File: src/rtl/vga_mem_arbiter_if.sv
// Host and frame-memory bus bundle for the video memory arbiter.
// The slave modport is the arbiter's view; master is the environment's view.
interface vga_mem_arbiter_if #(
    parameter int ADDR_W = 15,
    parameter int DATA_W = 16
);
    logic              host_req_i;
    logic              host_we_i;
    logic [ADDR_W-1:0] host_addr_i;
    logic [DATA_W-1:0] host_wdata_i;
    logic              host_ack_o;
    logic              host_rvalid_o;
    logic [DATA_W-1:0] host_rdata_o;

    logic [ADDR_W-1:0] mem_addr_o;
    logic              mem_we_o;
    logic [DATA_W-1:0] mem_wdata_o;
    logic [DATA_W-1:0] mem_rdata_i;

    logic              fetch_valid_o;
    logic [5:0]        fetch_idx_o;
    logic [DATA_W-1:0] fetch_data_o;
    logic              fetch_done_o;

    modport slave (
        input  host_req_i, host_we_i, host_addr_i, host_wdata_i, mem_rdata_i,
        output host_ack_o, host_rvalid_o, host_rdata_o,
        output mem_addr_o, mem_we_o, mem_wdata_o,
        output fetch_valid_o, fetch_idx_o, fetch_data_o, fetch_done_o
    );

    modport master (
        output host_req_i, host_we_i, host_addr_i, host_wdata_i, mem_rdata_i,
        input  host_ack_o, host_rvalid_o, host_rdata_o,
        input  mem_addr_o, mem_we_o, mem_wdata_o,
        input  fetch_valid_o, fetch_idx_o, fetch_data_o, fetch_done_o
    );
endinterface

File: src/rtl/vga_mem_arbiter.sv
// Single-port frame memory arbiter: video line prefetch during hblank has
// priority, every other memory cycle is handed to the host port.
module vga_mem_arbiter #(
    parameter int LINE_WORDS = 40,
    parameter int V_DISPLAY  = 480,
    parameter int V_TOTAL    = 524,
    parameter int FETCH_HPOS = 640,
    parameter int ADDR_W     = 15,
    parameter int DATA_W     = 16
) (
    input  logic       clk_i,
    input  logic       rst_ni,
    input  logic [9:0] hpos_i,
    input  logic [8:0] vpos_i,
    input  logic       fetch_en_i,
    output logic       overrun_o,
    vga_mem_arbiter_if.slave bus
);
    localparam int CNT_W = (LINE_WORDS > 1) ? $clog2(LINE_WORDS) : 1;

    localparam logic [0:0] S_IDLE  = 1'b0;
    localparam logic [0:0] S_FETCH = 1'b1;

    logic [0:0]        state_q, state_d;
    logic [CNT_W-1:0]  cnt_q, cnt_d;
    logic [ADDR_W-1:0] base_q, base_d;
    logic              pending_q, pending_d;
    logic              overrun_q, overrun_d;
    // read-return tags: which requester owns the word coming back next cycle
    logic              rd_host_q, rd_host_d;
    logic              rd_fetch_q, rd_fetch_d;
    logic              rd_last_q, rd_last_d;
    logic [CNT_W-1:0]  rd_idx_q, rd_idx_d;

    logic [8:0] next_line;
    logic       trigger;
    logic       go;
    logic       host_go;
    logic       last_word;

    assign next_line = (vpos_i == 9'(V_TOTAL - 1)) ? 9'd0 : vpos_i + 9'd1;
    assign trigger   = (hpos_i == 10'(FETCH_HPOS)) && fetch_en_i &&
                       (next_line < 9'(V_DISPLAY));
    assign last_word = (cnt_q == CNT_W'(LINE_WORDS - 1));
    assign go        = (state_q == S_IDLE) && (pending_q || trigger);
    // fetch wins over a simultaneous host request; the host just waits
    assign host_go   = rst_ni && (state_q == S_IDLE) && !go && bus.host_req_i;

    // next-state: FSM, word counter, base latch, overrun flag, read tags
    always_comb begin
        state_d    = state_q;
        cnt_d      = cnt_q;
        base_d     = base_q;
        pending_d  = pending_q;
        overrun_d  = overrun_q;
        rd_host_d  = host_go && !bus.host_we_i;
        rd_fetch_d = (state_q == S_FETCH);
        rd_last_d  = (state_q == S_FETCH) && last_word;
        rd_idx_d   = cnt_q;
        case (state_q)
            S_IDLE: begin
                if (trigger) pending_d = 1'b1;
                if (go) begin
                    state_d   = S_FETCH;
                    pending_d = 1'b0;
                    cnt_d     = '0;
                    base_d    = ADDR_W'(next_line) * ADDR_W'(LINE_WORDS);
                end
            end
            default: begin
                // a second trigger mid-line cannot be honoured; flag it
                if (trigger) overrun_d = 1'b1;
                if (last_word) begin
                    state_d = S_IDLE;
                    cnt_d   = '0;
                end else begin
                    cnt_d = cnt_q + CNT_W'(1);
                end
            end
        endcase
    end

    // state registers, synchronous active-low reset drops any in-flight read
    always_ff @(posedge clk_i) begin
        if (!rst_ni) begin
            state_q    <= S_IDLE;
            cnt_q      <= '0;
            base_q     <= '0;
            pending_q  <= 1'b0;
            overrun_q  <= 1'b0;
            rd_host_q  <= 1'b0;
            rd_fetch_q <= 1'b0;
            rd_last_q  <= 1'b0;
            rd_idx_q   <= '0;
        end else begin
            state_q    <= state_d;
            cnt_q      <= cnt_d;
            base_q     <= base_d;
            pending_q  <= pending_d;
            overrun_q  <= overrun_d;
            rd_host_q  <= rd_host_d;
            rd_fetch_q <= rd_fetch_d;
            rd_last_q  <= rd_last_d;
            rd_idx_q   <= rd_idx_d;
        end
    end

    // memory command mux: fetch read, host access, or a quiet bus
    always_comb begin
        bus.mem_addr_o  = '0;
        bus.mem_we_o    = 1'b0;
        bus.mem_wdata_o = '0;
        if (state_q == S_FETCH) begin
            bus.mem_addr_o = base_q + ADDR_W'(cnt_q);
        end else if (host_go) begin
            bus.mem_addr_o  = bus.host_addr_i;
            bus.mem_we_o    = bus.host_we_i;
            bus.mem_wdata_o = bus.host_wdata_i;
        end
    end

    assign bus.host_ack_o    = host_go;
    assign bus.host_rvalid_o = rd_host_q;
    assign bus.host_rdata_o  = rd_host_q ? bus.mem_rdata_i : '0;
    assign bus.fetch_valid_o = rd_fetch_q;
    assign bus.fetch_idx_o   = 6'(rd_idx_q);
    assign bus.fetch_data_o  = rd_fetch_q ? bus.mem_rdata_i : '0;
    assign bus.fetch_done_o  = rd_fetch_q && rd_last_q;
    assign overrun_o         = overrun_q;
endmodule

File: src/flat_wrapper.sv
// flat-port wrapper written by rule: the top's interface ports become plain ports
module vga_mem_arbiter_flat 
#(
    parameter int LINE_WORDS = 40,
    parameter int V_DISPLAY  = 480,
    parameter int V_TOTAL    = 524,
    parameter int FETCH_HPOS = 640,
    parameter int ADDR_W     = 15,
    parameter int DATA_W     = 16
)
  (clk_i, rst_ni, hpos_i, vpos_i, fetch_en_i, overrun_o, bus_host_req_i, bus_host_we_i, bus_host_addr_i, bus_host_wdata_i, bus_mem_rdata_i, bus_host_ack_o, bus_host_rvalid_o, bus_host_rdata_o, bus_mem_addr_o, bus_mem_we_o, bus_mem_wdata_o, bus_fetch_valid_o, bus_fetch_idx_o, bus_fetch_data_o, bus_fetch_done_o);
  vga_mem_arbiter_if #(.ADDR_W(ADDR_W), .DATA_W(DATA_W)) bus_i ();
  input  logic clk_i;
  input  logic rst_ni;
  input  logic [9:0] hpos_i;
  input  logic [8:0] vpos_i;
  input  logic fetch_en_i;
  output logic overrun_o;
  input wire logic [$bits(bus_i.host_req_i)-1:0] bus_host_req_i;
  input wire logic [$bits(bus_i.host_we_i)-1:0] bus_host_we_i;
  input wire logic [$bits(bus_i.host_addr_i)-1:0] bus_host_addr_i;
  input wire logic [$bits(bus_i.host_wdata_i)-1:0] bus_host_wdata_i;
  input wire logic [$bits(bus_i.mem_rdata_i)-1:0] bus_mem_rdata_i;
  output wire logic [$bits(bus_i.host_ack_o)-1:0] bus_host_ack_o;
  output wire logic [$bits(bus_i.host_rvalid_o)-1:0] bus_host_rvalid_o;
  output wire logic [$bits(bus_i.host_rdata_o)-1:0] bus_host_rdata_o;
  output wire logic [$bits(bus_i.mem_addr_o)-1:0] bus_mem_addr_o;
  output wire logic [$bits(bus_i.mem_we_o)-1:0] bus_mem_we_o;
  output wire logic [$bits(bus_i.mem_wdata_o)-1:0] bus_mem_wdata_o;
  output wire logic [$bits(bus_i.fetch_valid_o)-1:0] bus_fetch_valid_o;
  output wire logic [$bits(bus_i.fetch_idx_o)-1:0] bus_fetch_idx_o;
  output wire logic [$bits(bus_i.fetch_data_o)-1:0] bus_fetch_data_o;
  output wire logic [$bits(bus_i.fetch_done_o)-1:0] bus_fetch_done_o;
  assign bus_i.host_req_i = bus_host_req_i;
  assign bus_i.host_we_i = bus_host_we_i;
  assign bus_i.host_addr_i = bus_host_addr_i;
  assign bus_i.host_wdata_i = bus_host_wdata_i;
  assign bus_i.mem_rdata_i = bus_mem_rdata_i;
  assign bus_host_ack_o = bus_i.host_ack_o;
  assign bus_host_rvalid_o = bus_i.host_rvalid_o;
  assign bus_host_rdata_o = bus_i.host_rdata_o;
  assign bus_mem_addr_o = bus_i.mem_addr_o;
  assign bus_mem_we_o = bus_i.mem_we_o;
  assign bus_mem_wdata_o = bus_i.mem_wdata_o;
  assign bus_fetch_valid_o = bus_i.fetch_valid_o;
  assign bus_fetch_idx_o = bus_i.fetch_idx_o;
  assign bus_fetch_data_o = bus_i.fetch_data_o;
  assign bus_fetch_done_o = bus_i.fetch_done_o;
  vga_mem_arbiter #(.LINE_WORDS(LINE_WORDS), .V_DISPLAY(V_DISPLAY), .V_TOTAL(V_TOTAL), .FETCH_HPOS(FETCH_HPOS), .ADDR_W(ADDR_W), .DATA_W(DATA_W)) u_core (.clk_i(clk_i), .rst_ni(rst_ni), .hpos_i(hpos_i), .vpos_i(vpos_i), .fetch_en_i(fetch_en_i), .overrun_o(overrun_o), .bus(bus_i));
endmodule
File: config.mk
export PLATFORM = sky130hd
export DESIGN_NAME = vga_mem_arbiter_flat
export DESIGN_NICKNAME = d
export VERILOG_FILES = /design/src/rtl/vga_mem_arbiter_if.sv /design/src/rtl/vga_mem_arbiter.sv /design/src/flat_wrapper.sv
export SDC_FILE = /design/constraint.sdc
export NUM_CORES = 1
export LEC_CHECK = 0
export CORE_ASPECT_RATIO = 2
export CORE_MARGIN = 8
export CORE_UTILIZATION = 35
export CTS_CLUSTER_DIAMETER = 60
export DETAILED_ROUTE_END_ITERATION = 8
export PLACE_DENSITY_LB_ADDON = 0.05
export SLEW_MARGIN = 20
export SYNTH_ARGS = -nofsm -noshare
export SYNTH_HDL_FRONTEND = slang
export SYNTH_SLANG_ARGS = --single-unit
File: constraint.sdc
create_clock -name clk_i -period 4.1 [get_ports clk_i]
set_clock_uncertainty 0.15 [all_clocks]
set_input_delay 1.23 -clock clk_i [delete_from_list [all_inputs] [get_ports clk_i]]
set_output_delay 1.23 -clock clk_i [all_outputs]
set_load 0.05 [all_outputs]
==> impl_metrics.csv <==
group,metric,value,unit
finish,post_route_cells_drive_above_1_share,37.62,%
power,power_frac_seq,26.4,%
power,sw_frac_of_total,28.36,%
timing,hold_viol,0,
power,ir_drop,185.1,uV
power,intPower,0.7965,mW
setup_path,regToRegSetupSlack,2.06,ns
synthesis,ys_types,47,
finish,fin_nets,594,
synthesis,async_flop_share,0,%
min_path,hp-class,"flop to flop",
power,clockPowerShare,36.0,%
power,power,1.112,mW
global_routing,grt_pass1_vias,3247,
power,leakage,2.402,nW
synthesis,synth_edf_count,0,
drt,antenna_left,0,
floorplan,core,7157,um^2
outcome,status,"finished with violations",
drt,drt_iter0_drc,141,
drt,vias,3086,
drt,drc,0,
floorplan,die_x,76.19,um
synthesis,yosysTopAreaCell,"dfxtp_1",
setup_path,r2r_cells,5,
global_routing,grt_max_degree,23,
floorplan,die_area,10390,um^2
min_path,hold_path_depth,2,
drt,first_pass_iters,6,
clock_network,worstSkewPairLatency,0.27,ns
synthesis,yosys.area.top_type_share,23.68,%
synthesis,synth_common_cells,"and2_1, dfxtp_1, nand3_1, a21oi_1, xnor2_1",
timing,final_max_slew_viol_count,0,
power,power_frac_comb,37.6,%
synthesis,synth_area_leaders,"dfxtp_1, and2_1, ha_1",
synthesis,ys_seq_area_share,23.68,%
global_routing,overflow,0,
clock_network,clk_pin_slew,0.05,ns
timing,setup_slack,-0.2923,ns
setup_path,worstSetupStartpointType,"primary input",
finish,layout.cells.non_filler,598,
synthesis,syn_area,2536,um^2
power,power_density,198.2,nW/um^2
timing,tns,-7.987,ns
floorplan,fp.dieH,136.4,um
finish,synthToLayoutAreaGrowth,121.2,%
setup_path,critPathRequiredTime,2.72,ns
clock_network,clockRootBuffer,"clkbuf_16",
timing,period_minus_slack,4.392,ns
synthesis,syn_nets,405,
global_routing,antenna_found_initial,0,
setup_path,setup.worst_path.class,"primary input to output port",
synthesis,synthCells,315,
timing,maxSlewHeadroom,61.95,%
timing,setup_viol,33,
clock_network,cts_buffers,5,
timing,worst_slew_pin_slew,0.5690,ns
timing,fin_crit_sh,107.1,%
finish,fill_cells,458,
timing,rsz0062_at_grt,"yes",
synthesis,synth.avg_cell_area,8.051,um^2
place,hpwl,8.918,mm
setup_path,cp-end-kind,"output port",
min_path,min-delay-start,"u_core.overrun_o$_SDFFE_PN0P_",
synthesis,yosysMostFrequentCell,"and2_1",
setup_path,worst_ep_arrival_time,3.01,ns
global_routing,track_usage,21.97,%
clock_network,cts_buffer_depth,2,
setup_path,timing.rr.start,"u_core.rd_fetch_d$_SDFF_PN0_",
place,dp.cells,569,
setup_path,endpoint,"bus_mem_wdata_o[11]",
run,maxCapViolCount,0,
clock_network,cts_sinks,30,
finish,post-route-util,78.39,%
synthesis,synth-main-ff-cell,"dfxtp_1",
drt,wl,11.72,mm
clock_network,cts_tree,"yes",
place,gp_congestion,0.8538,
setup_path,startpoint,"hpos_i[6]",
global_routing,grt_pass1_wl,18.33,mm
floorplan,rows,44,
clock_network,postCtsHoldBufs,0,
synthesis,ys_seq_elements,30,
place,io_buffers,145,
drt,viasPerCell,5.161,
floorplan,ioPinCount,146,
timing,fmax,0.2277,GHz
clock_network,cts.htree.levels,2,
power,p_switching,0.3153,mW
place,post-place-ws,-0.6609,ns
drt,routedWlPerCell,19.59,um
synthesis,yosysWarningCount,0,
setup_path,crit_path_max_fanout,5,
floorplan,initial_core_util,35.44,%
setup_path,regToRegEndpoint,"u_core.base_q[11]$_SDFFE_PN0P_",
outcome,violations,"negative setup slack",
-- layout make-up --
type	instances	area, um^2	area share, %
Sequential cell	30	600.6	10.70
Timing Repair Buffer	200	2626	46.81
Tap cell	92	115.1	2.052
Inverter	11	41.29	0.7360
Clock buffer	8	166.4	2.966
Antenna cell	1	2.502	0.04460
Multi-Input combinational cell	256	2058	36.69
-- kinds of logic after synthesis --
| group | after synthesis | share of synthesized area [%] |
|---|---|---|
| buf+inv | 29 | 4.983 |
| flops | 30 | 23.68 |
| compound gates | 74 | 20.33 |
| xor+xnor | 26 | 8.979 |
| mux | 2 | 0.7894 |
| simple gates | 135 | 31.28 |
| fa+ha+maj | 19 | 9.965 |
-- how the worst min path moves through the flow --
stage | end | slack, ns
after floorplan | u_core.base_q[3]$_SDFFE_PN0P_ | 0.30
after global placement | u_core.overrun_o$_SDFFE_PN0P_ | 0.31
after detailed placement | u_core.overrun_o$_SDFFE_PN0P_ | 0.32
after CTS | u_core.base_q[14]$_SDFFE_PN0P_ | 0.33
after global routing | u_core.base_q[14]$_SDFFE_PN0P_ | 0.36
final | u_core.overrun_o$_SDFFE_PN0P_ | 0.33
-- per-stage QoR --
step / area, um^2 / hold slack [ns]
floorplan: 2743 / 0.3022
detailed placement: 5140 / 0.3169
global placement: 5140 / 0.3104
global route: 5608 / 0.3550
CTS: 5638 / 0.3348
finish: 5610 / 0.3329
-- critical path, cell delays in order --
cell      delay, ns
buf_6          0.09
or4b_4         0.55
nor3_4         0.24
o211ai_2       0.12
and4_4         0.22
buf_12         0.15
buf_16         0.12
and2_4         0.14
buf_12         0.14
-- layer usage --
metal  up-vias  GRT usage, %  share of wire (%)
met3        22         3.907                4.3
li1       1505             -                  -
met4         0         8.297                2.4
met1      1445         23.71                 38
met5         -             0                  0
met2       114         41.11                 56
-- cells in the final DEF (no fill, tap or decap), types with 17 or more instances in the layout --
cell type         n
a21oi_1          19
nand3_1          24
buf_4            34
buf_12           69
and2_1           40
and2_4           17
clkdlybuf4s50_1  63
dfxtp_1          30
buf_6            18
xnor2_1          18
-- repair_timing --
item,4_1_cts,5_1_grt
buffers inserted,18,3
resized for setup,66,20
endpoints found under the setup margin,39,42
cloned,4,0
pin swaps,18,21
-- registers in the layout, summed over array words and instances (netlist names) --
register	cells
u_core.overrun_o	1
u_core.bus.host_rvalid_o	1
u_core.bus.fetch_valid_o	1
u_core.base_q	12
u_core.rd_last_q	1
u_core.cnt_q	6
u_core.pending_q	1
u_core.rd_fetch_d	1
u_core.bus.fetch_idx_o	6
-- power groups by stage --
stage	Combinational, mW	Clock, mW	Sequential [mW]
after floorplan	0.188	0	0.300
after global placement	0.388	0	0.300
after detailed placement	0.398	0	0.300
after CTS	0.418	0.405	0.294
after global routing	0.445	0.415	0.294
final	0.418	0.400	0.294
No activity file was read; power rests on OpenSTA's default activity.
